## src/rtl/shake_io_pkg.sv

```systemverilog
// Definitions shared by the SHAKE256 serial input and output stages.
// Keeping them in one place keeps both ends of a loopback in agreement.
package shake_io_pkg;

  typedef enum logic [1:0] {
    IDLE,
    WAIT,
    SHIFT,
    DONE
  } ser_state_t;

  localparam int IN_WIDTH_DEFAULT  = 8;
  localparam int OUT_WIDTH_DEFAULT = 256;
  localparam int LEN_WIDTH_DEFAULT = 16;

  // SHAKE domain-separation / final-bit padding bytes, shared by both ends
  localparam logic [7:0] PAD_BEGINNING = 8'h1f;
  localparam logic [7:0] PAD_ENDING    = 8'h80;

endpackage

```

## src/rtl/squeeze_serializer.sv

```systemverilog
// Splits squeezed OUT_WIDTH-bit blocks into IN_WIDTH-bit packets, LSB packet first,
// stopping after exactly out_len packets and requesting new blocks as needed.
module squeeze_serializer
  import shake_io_pkg::*;
#(
  parameter int IN_WIDTH  = IN_WIDTH_DEFAULT,
  parameter int OUT_WIDTH = OUT_WIDTH_DEFAULT,
  parameter int LEN_WIDTH = LEN_WIDTH_DEFAULT
) (
  input  logic                 clk,
  input  logic                 clear_n,
  input  logic                 start,
  input  logic [LEN_WIDTH-1:0] out_len,
  input  logic [OUT_WIDTH-1:0] block_in,
  input  logic                 block_valid,
  output logic                 block_ready,
  output logic [IN_WIDTH-1:0]  serial_out,
  output logic                 serial_valid,
  input  logic                 serial_ready,
  output logic                 busy,
  output logic                 done
);

  localparam int PACKETS       = OUT_WIDTH / IN_WIDTH;
  localparam int PKT_CNT_WIDTH = $clog2(PACKETS);

  ser_state_t               state;
  ser_state_t               state_nxt;
  logic [OUT_WIDTH-1:0]     shreg;
  logic [PKT_CNT_WIDTH-1:0] pkt_cnt;
  logic [LEN_WIDTH-1:0]     remaining;

  logic blk_take;
  logic pkt_take;
  logic last_pkt;
  logic blk_end;

  assign blk_take = (state == WAIT) && block_valid;
  assign pkt_take = (state == SHIFT) && serial_ready;
  assign last_pkt = (remaining == LEN_WIDTH'(1));
  assign blk_end  = (pkt_cnt == PKT_CNT_WIDTH'(PACKETS - 1));

  // NOTE: sequential state uses non-blocking (<=) so every register samples pre-edge values.
  always_ff @(posedge clk or negedge clear_n) begin
    if (!clear_n) state <= IDLE;
    else          state <= state_nxt;
  end

  // NOTE: state_nxt gets a default before the case so no path leaves it unassigned (no latch).
  always_comb begin
    state_nxt = state;
    unique case (state)
      IDLE:  if (start) state_nxt = (out_len == '0) ? DONE : WAIT;
      WAIT:  if (block_valid) state_nxt = SHIFT;
      SHIFT: if (serial_ready) begin
        // Length exhaustion wins over block end: a partial block is simply dropped.
        if (last_pkt)     state_nxt = DONE;
        else if (blk_end) state_nxt = WAIT;
      end
      DONE:  state_nxt = IDLE;
      default: state_nxt = IDLE;
    endcase
  end

  // NOTE: the shift register is reset too, so serial_out is defined from the first cycle.
  always_ff @(posedge clk or negedge clear_n) begin
    if (!clear_n) begin
      shreg     <= '0;
      pkt_cnt   <= '0;
      remaining <= '0;
    end else begin
      if (state == IDLE && start && out_len != '0) remaining <= out_len;
      if (blk_take) begin
        shreg   <= block_in;
        pkt_cnt <= '0;
      end else if (pkt_take) begin
        shreg     <= shreg >> IN_WIDTH;
        pkt_cnt   <= pkt_cnt + PKT_CNT_WIDTH'(1);
        remaining <= remaining - LEN_WIDTH'(1);
      end
    end
  end

  // Outputs depend on registered state only, never directly on inputs.
  always_comb begin
    block_ready  = (state == WAIT);
    serial_valid = (state == SHIFT);
    busy         = (state != IDLE);
    done         = (state == DONE);
    serial_out   = '0;
    if (state == SHIFT) serial_out = shreg[IN_WIDTH-1:0];
  end

endmodule
```

## config.mk

```make
export PLATFORM = sky130hd
export DESIGN_NAME = squeeze_serializer
export DESIGN_NICKNAME = d
export VERILOG_FILES = /design/src/rtl/shake_io_pkg.sv /design/src/rtl/squeeze_serializer.sv
export SDC_FILE = /design/constraint.sdc
export NUM_CORES = 1
export LEC_CHECK = 0
export ABC_CLOCK_PERIOD_IN_PS = 1800
export CAP_MARGIN = 20
export CORE_MARGIN = 2
export CORE_UTILIZATION = 40
export CTS_CLUSTER_DIAMETER = 150
export CTS_CLUSTER_SIZE = 30
export DETAILED_ROUTE_END_ITERATION = 6
export GPL_TIMING_DRIVEN = 0
export HOLD_SLACK_MARGIN = 0.02
export PLACE_DENSITY = 0.68
export SLEW_MARGIN = 30
export SYNTH_ARGS = -nofsm -noshare
export SYNTH_HDL_FRONTEND = slang
export SYNTH_SLANG_ARGS = --single-unit
```

## constraint.sdc

```tcl
create_clock -name clk -period 1.8 [get_ports clk]
set_input_delay 0.36 -clock clk [delete_from_list [all_inputs] [get_ports clk]]
set_output_delay 0.36 -clock clk [all_outputs]
set_load 0.02 [all_outputs]
```

# --- After elaboration in Yosys (flattened, before gate mapping) ---
# Index checks and enable logic that the tools add are counted.
totals:
  out_inout_bits: 12
  elab_cells: 40
  register_bits: 279
op_classes:
  n_reduce_logical: 10
  n_mux: 15
  eq_ne: 9
  n_addsub: 2
ops:
  columns: ["cell", "count"]
  rows:
  - ["$mux 256", 2]
  - ["$mux 16", 3]
  - ["$eq 16x1->1 const B", 1]
  - ["$logic_not 16->1", 1]
  - ["$reduce_bool 16->1", 1]
  - ["$sub 16x1->16 const B", 1]
  - ["$mux 2", 6]
  - ["$mux 5", 2]
  - ["$mux 8", 1]
  - ["$pmux 2 s4", 1]
  - ["$add 5x1->5 const B", 1]
  - ["$eq 5x5->1 const B", 1]
  - ["$eq 2x2->1 const B", 2]
  - ["$logic_and 1x1->1", 4]
  - ["$ne 2x2->1 const B", 2]
  - ["$reduce_and 4->1", 1]
  - ["$reduce_bool 2->1", 2]
  - ["$ne 3x1->1 const B", 1]
  - ["$eq 2x1->1 const B", 1]
  - ["$logic_not 2->1", 1]
  - ["$ne 2x1->1 const B", 1]

# --- Logic depth before layout (Yosys ltp) ---
# Gate-level depths: netlist of run 1.
depth:
  depth_word: 6
  mapped_depth: 9
  ltp_nobuf: 6

# --- Least setup slack after synthesis of run 1 ---
# No wires, ideal clock.
synth_path:
  kind: "register -> register"
  startpoint: "register remaining[0]"
  endpoint: "register remaining[12]"
  slack_ns: 0.022
  stages_incl_launch_ff: 7
  t_arrival_ns: 1.685
  synth_period_minus_slack_ns: 1.778
  setup_time_ns: 0.094
  t_required_ns: 1.706
  path_buffers: 0
  cell_sequence: "dfrtp_1 -> inv_1 -> ha_1 -> or3b_2 -> nor4_1 -> nor3_1 -> a211oi_1"
synth_between:
  elab_chain_len: 3
synth_lines:
  columns: ["item", "line_no", "source"]
  rows:
  - ["start: declaration", "squeeze_serializer.sv:31", "logic [LEN_WIDTH-1:0] remaining;"]
  - ["start signal: assignment", "squeeze_serializer.sv:72", "if (state == IDLE && start && out_len != '0) remaining <= out_len;"]
  - ["start signal: assignment", "squeeze_serializer.sv:79", "remaining <= remaining - LEN_WIDTH'(1);"]
  - ["$sub 16x1->16", "squeeze_serializer.sv:79", null]
  - ["$mux 16", "squeeze_serializer.sv:76", "end else if (pkt_take) begin"]
  - ["$mux 16", "squeeze_serializer.sv:73", "if (blk_take) begin"]
# Every way passes these cells.
# A chain may end at the register's enable or synchronous reset.

# --- Final worst setup path of run 1 ---
layout_path:
  startpoint: "register state[0]"
  endpoint: "output port serial_out[5]"
layout_between:
  elab_chain_len: 2
layout_lines:
  columns: ["item", "line_no", "source"]
  rows:
  - ["start: declaration", "squeeze_serializer.sv:27", "ser_state_t state;"]
  - ["start signal: assignment", "squeeze_serializer.sv:46", "else state <= state_nxt;"]
  - ["$eq 2x2->1", "squeeze_serializer.sv:91", "if (state == SHIFT) serial_out = shreg[IN_WIDTH-1:0];"]
  - ["$mux 8", "squeeze_serializer.sv:91", null]
  - ["end: declaration", "squeeze_serializer.sv:17", "output logic [IN_WIDTH-1:0] serial_out,"]
# Every way passes these cells.

==> results.txt, run 1 <==
In this run the static leakage power is 0.00895 uW. In this run the power density over the cells is 1360 mW/mm^2. Post-synthesis share of cell area spent on full adders, half adders and majority gates: 0.00386. In this run the worst hold path is classified as in2async. The worst-case IR drop observed on VDD is 0.617 mV. For the final estimated routing congestion in global placement, the log shows 0.841.

The net switching share of the total power is 0.360, and the maximum number of pins on one net before global-route repair is 87. The initial standard-cell utilization of the core came out at 0.408. Critical path capture point type: a primary output.

The post-synthesis compound-gate area fraction was 0.128; the final number of setup-violating endpoints was 20. The tool flagged a number of max-cap violations equal to 0. Counting along the longest clock path gives a buffer depth of 3. Between clock sinks in the finished design, the worst skew comes to 0.0303 ns. The flow ran to the end, but the final reports show violations. The floorplan has 65 rows.

The tools report the total routing resource utilization after global routing as 0.218. The cell family contributing the most delay on the critical path is flip-flops. The largest incremental delay on the critical path works out to 0.47 ns. The run gives 6 as the number of antenna violations at the first check in global routing. By area, the combinational part of the netlist is dominated by multiplexers. Relative slew slack: 0.619.

The internal portion of total power came out at 16000 uW. The combined area of all synthesized cells was 0.0130 mm^2. The final setup slack of the worst path is -0.0840 ns.

The tools report the post-layout net count as 1893. The post-detailed-routing wire length came out at 39.5 mm. Final hold violation count: 0.

Setup repair after global routing could not meet its margin everywhere. For this run, the detailed router's first-pass iteration total came to 5. The buffer and inverter count on the worst path came out at 2. Summed over all instances, the cell type with the most area after synthesis is dfrtp_1.

Once detail routing completed, the nets flagged for antenna violations numbered 0. The average footprint of a synthesized cell is 10.3 um^2. The tools report the distinct cell type count after synthesis as 51. The run gives 279 as the number of sinks handled by clock tree synthesis. The number of warnings printed during yosys synthesis was 0; the number of enable flip-flop cells after synthesis was 0. Clock-pin slew was measured on the worst setup and hold paths at 0.12 ns.

The H-tree depth came out at 1. The path depth of the worst reg2reg path was 4; the post-synthesis share of cell area spent on xor and xnor gates was 0.00135. For the standard cell core area, the log shows 0.0317 mm^2. The gate count of the mapped netlist is 1253.

The checks that failed: setup timing. For the leftover overflow at the end of global routing, the log shows 0. The vias per cell works out to 5.34.

Tightest hold margin: 0.309 ns. For the overall via count from detail_route, the log shows 10700. The multiplexer area fraction after synthesis was 0.180.

By count the netlist is led by 279 x dfrtp_1, 275 x nand2_1, 233 x mux2i_1. TritonCTS created 13 clock buffers. The switching power of the nets was 8980 uW; the number of DRC violations after detailed-routing iteration 0 was 684. The first global-routing pass estimated 58.3 mm of wire. The slew at the pin closest to its max-slew limit works out to 0.566 ns. The main flop type after synthesis is dfrtp_1. For the worst-skew pair, the clock arrives at the later sink with an insertion delay of 0.49 ns. For this design, the slowest cell found on the critical path is dfrtp_2.

In the final routed layout, each cell accounts on average for 19.6 um. In this run the vertical extent of the chip is 184 um. The floorplan step set the die width to 184 um.

The final count of pins violating max slew is 0. The die covers 0.0338 mm^2. The share of layout cells above drive strength 1 is 0.153, and the number of global-route vias before repair is 11000. The design draws 25000 uW.

STA classifies the critical path startpoint as a flip-flop. The share of synthesized cell area in and, or, nand and nor gates was 0.112; the fraction of power consumed by sequential logic was 0.444. Share of async-settable or async-resettable flops after synthesis: 1.00. Along the worst path, the maximum fanout reaches 6. The final critical delay including setup and external delays came out at 1.88 ns.

The run gives 1.44 ns as the worst endpoint required time. Sorting the synthesized cells by area gives the leading types as dfrtp_1 54%, mux2i_1 18%, nand2_1 8.0%. Synthesis inferred 279 register bits.

The clock network fraction of total power was 0.134; the top achievable clock speed was 0.531 GHz. The run gives 1534 as the synthesized netlist net count. The area share of the largest cell type after synthesis came out at 0.539. The DRC violation count after routing is 0. The final period utilization works out to 1.05. The tree is rooted in a clkbuf_16. Traced cell by cell, the critical path runs through nor2b_4 -> buf_8 -> and2_4 -> buf_6. The worst setup path is of the reg2out kind.

In this run the number of cells on the critical path is 4. The area growth from synthesis to layout is 41.4%. The combinational group share of total power is 0.422. The run gives 28.1 mm as the detailed-placement wirelength estimate. 289 I/O pins were placed. The leading cell type by number of instances after synthesis was dfrtp_1.

TritonCTS built the clock tree. The count of buffers added on input and output ports is 288. For the worst setup path, the data arrival time is 1.52 ns.

The share of the yosys chip area belonging to registers was 0.539.
## metrics by stage
| stage | setup slack, ns | setup TNS, ns | instances | instance area [um^2] | util |
|---|---|---|---|---|---|
| floorplan | 0.0215 | 0 | 1253 | 13000 | - |
| global placement | -11.54 | -3396.30 | 1943 | 16300 | 0.515 |
| detailed placement | -0.799 | -190.06 | 1946 | 16400 | 0.518 |
| CTS | -0.109 | -0.891 | 1972 | 17300 | 0.545 |
| global route | -0.131 | -6.54 | 2013 | 18300 | 0.578 |
| finish | -0.0840 | -0.935 | 2014 | 18300 | 0.578 |
## timing repair
action | CTS | global route
pin swaps | 14 | 13
endpoints found under the setup margin | 289 | 250
setup buffers | 13 | 29
endpoints found under the hold margin | 26 | 0
resized for setup | 181 | 192
hold buffers | 1 | 0
cloned | 1 | 14
## worst paths after layout
kind | from | end | slack [ns]
max | state[0]$_DFFE_PN0P_ | serial_out[5] | -0.08
min | clear_n | shreg[4]$_DFFE_PN0P_ | 0.31
max reg2reg | remaining[10]$_DFF_PN0_ | remaining[13]$_DFF_PN0_ | -0.06
min reg2reg | shreg[244]$_DFFE_PN0P_ | shreg[244]$_DFFE_PN0P_ | 0.50
max in group asynchronous | clear_n | shreg[144]$_DFFE_PN0P_ | 0.35
min in group clk | block_in[163] | shreg[163]$_DFFE_PN0P_ | 0.41
## area by class of cell
| cell class | instances | area [um^2] |
|---|---|---|
| repair buffers | 349 | 3740 |
| clock buffers | 13 | 325 |
| flip-flops and latches | 279 | 6990 |
| diodes | 1 | 2.50 |
| fillers | 2711 | 13400 |
| clock inverters | 1 | 30.0 |
| plain buffers | 89 | 880 |
| inverters | 5 | 18.8 |
| well taps | 402 | 503 |
| multi-input cells | 875 | 5830 |
## worst reg2reg max path: cells and delay by family (launching register included)
| family | cells | cell delay, ns |
|---|---|---|
| DFF | 1 | 0.43 |
| AOI/OAI and AO/OA | 3 | 0.77 |
| and+or+nand+nor | 1 | 0.55 |
## routing by layer
metal / track usage / vias to the layer above / wire (um)
met1: 0.297 / 5243 / 17300
met2: 0.364 / 351 / 18900
met4: 0.0454 / 12 / 724
met3: 0.0398 / 52 / 2510
li1: - / 5090 / -
met5: 0 / - / 75
## kinds of logic after synthesis
kind of cell / after synthesis
AO/OA/AOI/OAI: 293
XOR/XNOR: 2
adder cells (fa/ha/maj): 4
buffers and inverters: 99
flip-flops: 279
multiplexers: 233
AND/OR/NAND/NOR: 343
## cell usage in the layout, fill, tap and decap left out, types with 5 or more instances in the layout
cell               n
dfrtp_1          271
a22oi_1           11
buf_8             20
o21ai_0          140
dfrtp_2            8
buf_12             8
nor4_4             7
clkbuf_16         26
nand4_1            5
nor2_1            13
clkbuf_2           9
clkdlybuf4s50_1  275
buf_6             41
o21ai_1           90
o211ai_1           5
nor3_1             8
a22oi_2            5
nand3_1            5
nand2_1          262
buf_2             10
and2_4             8
buf_4             44
o21ai_2            6
clkbuf_1           7
a22o_1            10
nand2_2           12
mux2i_1          233
clkbuf_4           6
## flip-flops by register name, indices dropped and copies added, names as in the netlist
| name | count |
|---|---|
| shreg | 256 |
| remaining | 16 |
| pkt_cnt | 5 |
| state | 2 |
## power groups by stage
| stage | Clock [uW] | Combinational [uW] | Sequential, uW |
|---|---|---|---|
| 6_report | 3340 | 10500 | 11100 |
| 5_1_grt | 3630 | 11600 | 11400 |
| 4_1_cts | 3410 | 9000 | 11100 |
| 3_5_place_dp | 0 | 8280 | 11100 |
| 3_3_place_gp | 0 | 7930 | 11100 |
| 2_1_floorplan | 0 | 5870 | 10400 |
(Power assumes the default switching activity.)
==> run 2, diff against run 1 <==
SETUP_SLACK_MARGIN = 0.2   (was default)
==> results.txt, run 2 (same netlist as run 1, synthesis figures left out) <==
The flow ran to the end, but the final reports show violations. The critical register-to-register path endpoint is remaining[5]$_DFF_PN0_ (was remaining[13]$_DFF_PN0_). The top achievable clock speed came out at 0.513 GHz (was 0.531 GHz). The total routing resource utilization after global routing is 0.267 (was 0.218).

The final number of setup-violating endpoints was 145 (was 20); the final count of pins violating max slew was 0 (unchanged). The register with the most flip-flops is shreg (unchanged). The final period utilization came out at 1.08 (was 1.05). Area of the die: 0.0338 mm^2 (unchanged). The mean routed wirelength per cell was 22.1 um (was 19.6 um); the final critical delay including setup and external delays was 1.95 ns (was 1.88 ns). The logs give -0.15 ns (was -0.06 ns) for the slack of the worst reg-to-reg path and 0.0226 mm^2 (was 0.0183 mm^2) for the total non-filler cell area in the finished layout. Clock transition at the registers of the reported paths: 0.13 ns (was 0.12 ns). For the tightest hold margin, the log shows 0.368 ns (was 0.309 ns). The highest net fanout along the worst path is 6 (unchanged). The run gives 0.0317 mm^2 (unchanged) as the standard cell core area. The overall die width was 184 um (unchanged).

The tools report the number of CTS-inserted buffers as 13 (unchanged). The slew at the pin closest to its max-slew limit was 0.628 ns (was 0.566 ns); the post-detailed-routing wire length was 47.1 mm (was 39.5 mm). TritonCTS built the clock tree. The sort of element at the start of the critical path is a flip-flop (unchanged). The initial standard-cell utilization of the core came out at 0.408 (unchanged). The logs give 9 (was 6) for the number of antenna violations at the first check in global routing and 692 (was 684) for the number of DRC violations after detailed-routing iteration 0.

The number of global-route vias before repair was 12200 (was 11000). The number of I/O port buffers was 288 (unchanged); the maximum number of pins on one net before global-route repair was 90 (was 87). The number of top-level pins is 289 (unchanged), and the DRC violation count after routing is 0 (unchanged).

Most frequent standard cell in the layout excluding fill and tap cells: clkdlybuf4s50_1 (unchanged). Sum of negative setup slack: -6.64 ns (was -0.935 ns). For the relative slew slack, the log shows 0.578 (was 0.619).

The clock root buffer was clkbuf_16 (unchanged). The final setup slack of the worst path came out at -0.148 ns (was -0.0840 ns). The largest vdd supply drop was 0.730 mV (was 0.617 mV).

The class of the worst hold path was in2async (unchanged). The largest clock skew in the final design came out at 0.0339 ns (was 0.0303 ns). Violated checks: setup timing (unchanged). Setup repair after global routing could not meet its margin everywhere. The worst endpoint required time came out at 2.22 ns (was 1.44 ns). The synthesis-to-finish area growth was 74.7% (was 41.4%); the detailed-placement wirelength estimate was 28.3 mm (was 28.1 mm). The logs give 2.37 ns (was 1.52 ns) for the critical path data arrival time and 0 (unchanged) for the max-capacitance violation count. The worst-skew pair later-pin latency came out at 0.50 ns (was 0.49 ns).

The leftover overflow at the end of global routing came out at 0 (unchanged). The number of sinks handled by clock tree synthesis is 279 (unchanged). Most frequent cells in the layout: 275 x clkdlybuf4s50_1, 273 x dfrtp_1, 192 x mux2i_1 (was 275 x clkdlybuf4s50_1, 271 x dfrtp_1, 262 x nand2_1). The overall via count from detail_route was 11800 (was 10700). Registers with the highest flip-flop counts: shreg (256), remaining (16), pkt_cnt (5) (unchanged). Critical path capture point type: a flip-flop (was a primary output).

The start of the worst register-to-register path is state[0]$_DFFE_PN0P_ (was remaining[10]$_DFF_PN0_). The post-detailed-route count of antenna-violating nets came out at 0 (unchanged). The cell area after placement was 0.0166 mm^2 (was 0.0164 mm^2). The number of fill cells is 2082 (was 2711), and the height of the die is 184 um (unchanged).

The tools report the static leakage as 0.0110 uW (was 0.00895 uW). The placement row count is 65 (unchanged), and the detailed-routing iteration count for the pre-antenna-repair pass is 5 (unchanged). The logs give 3 (unchanged) for the maximum clock insertion buffer count and 2013 (was 1893) for the post-layout net count. For the final estimated routing congestion in global placement, the log shows 0.859 (was 0.841). The path depth of the worst reg2reg path was 7 (was 4).

The tools report the H-tree depth as 1 (unchanged). The number of flip-flops in the largest register is 256 (unchanged). The final hold violation count was 0 (unchanged). The worst setup path category was reg2reg (was reg2out). The vias per cell was 5.52 (was 5.34); the power per cell area was 1380 mW/mm^2 (was 1360 mW/mm^2).

The share of layout cells above drive strength 1 is 0.366 (was 0.153), and the global-route wire length before repair is 69.6 mm (was 58.3 mm).
==> run 2: changes by cell type in the layout (fill, tap and decap cells not counted), moves of 51 or more <==
cell / delta
nand2_1: -154
o21ai_0: -140
o21ai_1: +89
nand2_4: +79
nand2_2: +75
buf_12: +56
o21ai_2: +51
==> run 2: cell type report <==
class	instances	area, um^2	area share
Clock buffer	13	325	0.0144
Antenna cell	3	7.51	0.000332
Tap cell	402	503	0.0222
Sequential cell	279	6990	0.309
Multi-Input combinational cell	875	7190	0.318
Timing Repair Buffer	464	6120	0.271
Clock inverter	1	30.0	0.00133
Buffer	94	1440	0.0634
Inverter	5	18.8	0.000829
==> run 2: power by group <==
group | internal, uW | switching, uW
Clock | 1350 | 2070
Combinational | 9420 | 6970
Sequential | 9150 | 2330
==> run 2: routing by layer <==
metal	part of all wire	vias up	global-route usage
met5	0.0021	-	0
li1	-	5358	-
met4	0.022	14	0.0605
met3	0.073	95	0.0555
met2	0.50	446	0.461
met1	0.40	5874	0.345
==> run 2: critical path, cell delays in order, from the launching register on <==
cell and delay [ns]:
dfrtp_2 0.48, buf_6 0.13, or3b_4 0.43, a41oi_4 0.32, buf_6 0.17, buf_6 0.11
nor3_2 0.04, a311oi_1 0.19
==> run 2: per-stage QoR <==
stage          worst slack, ns  cells  power (uW)  utilization
2_1_floorplan           0.0661   1253       16400            -
3_3_place_gp            -11.58   1943       19200        0.520
3_5_place_dp            -0.694   1946       19600        0.523
4_1_cts                 -0.141   2106       28900        0.674
5_1_grt                 -0.218   2134       32900        0.713
6_report                -0.148   2136       31300        0.713
==> run 2: repair_timing <==
item | 4_1_cts | 5_1_grt
hold buffers | 1 | 0
endpoints found under the setup margin | 291 | 361
hold endpoints to repair | 64 | 0
buffers inserted | 80 | 21
resized for setup | 806 | 239
gates cloned | 65 | 6
pin swaps | 159 | 57
==> run 2: worst max-delay path by stage <==
| stage | from | endpoint | slack [ns] | cells after the start |
|---|---|---|---|---|
| 6_report | state[0]$_DFFE_PN0P_ | remaining[5]$_DFF_PN0_ | -0.15 | 7 |
| 5_1_grt | state[0]$_DFFE_PN0P_ | remaining[5]$_DFF_PN0_ | -0.22 | 7 |
| 4_1_cts | state[1]$_DFFE_PN0P_ | serial_out[4] | -0.14 | 5 |
| 3_5_place_dp | block_valid | shreg[242]$_DFFE_PN0P_ | -0.69 | 8 |
| 3_3_place_gp | clear_n | shreg[151]$_DFFE_PN0P_ | -11.58 | 1 |
| 2_1_floorplan | remaining[2]$_DFF_PN0_ | remaining[13]$_DFF_PN0_ | 0.07 | 4 |
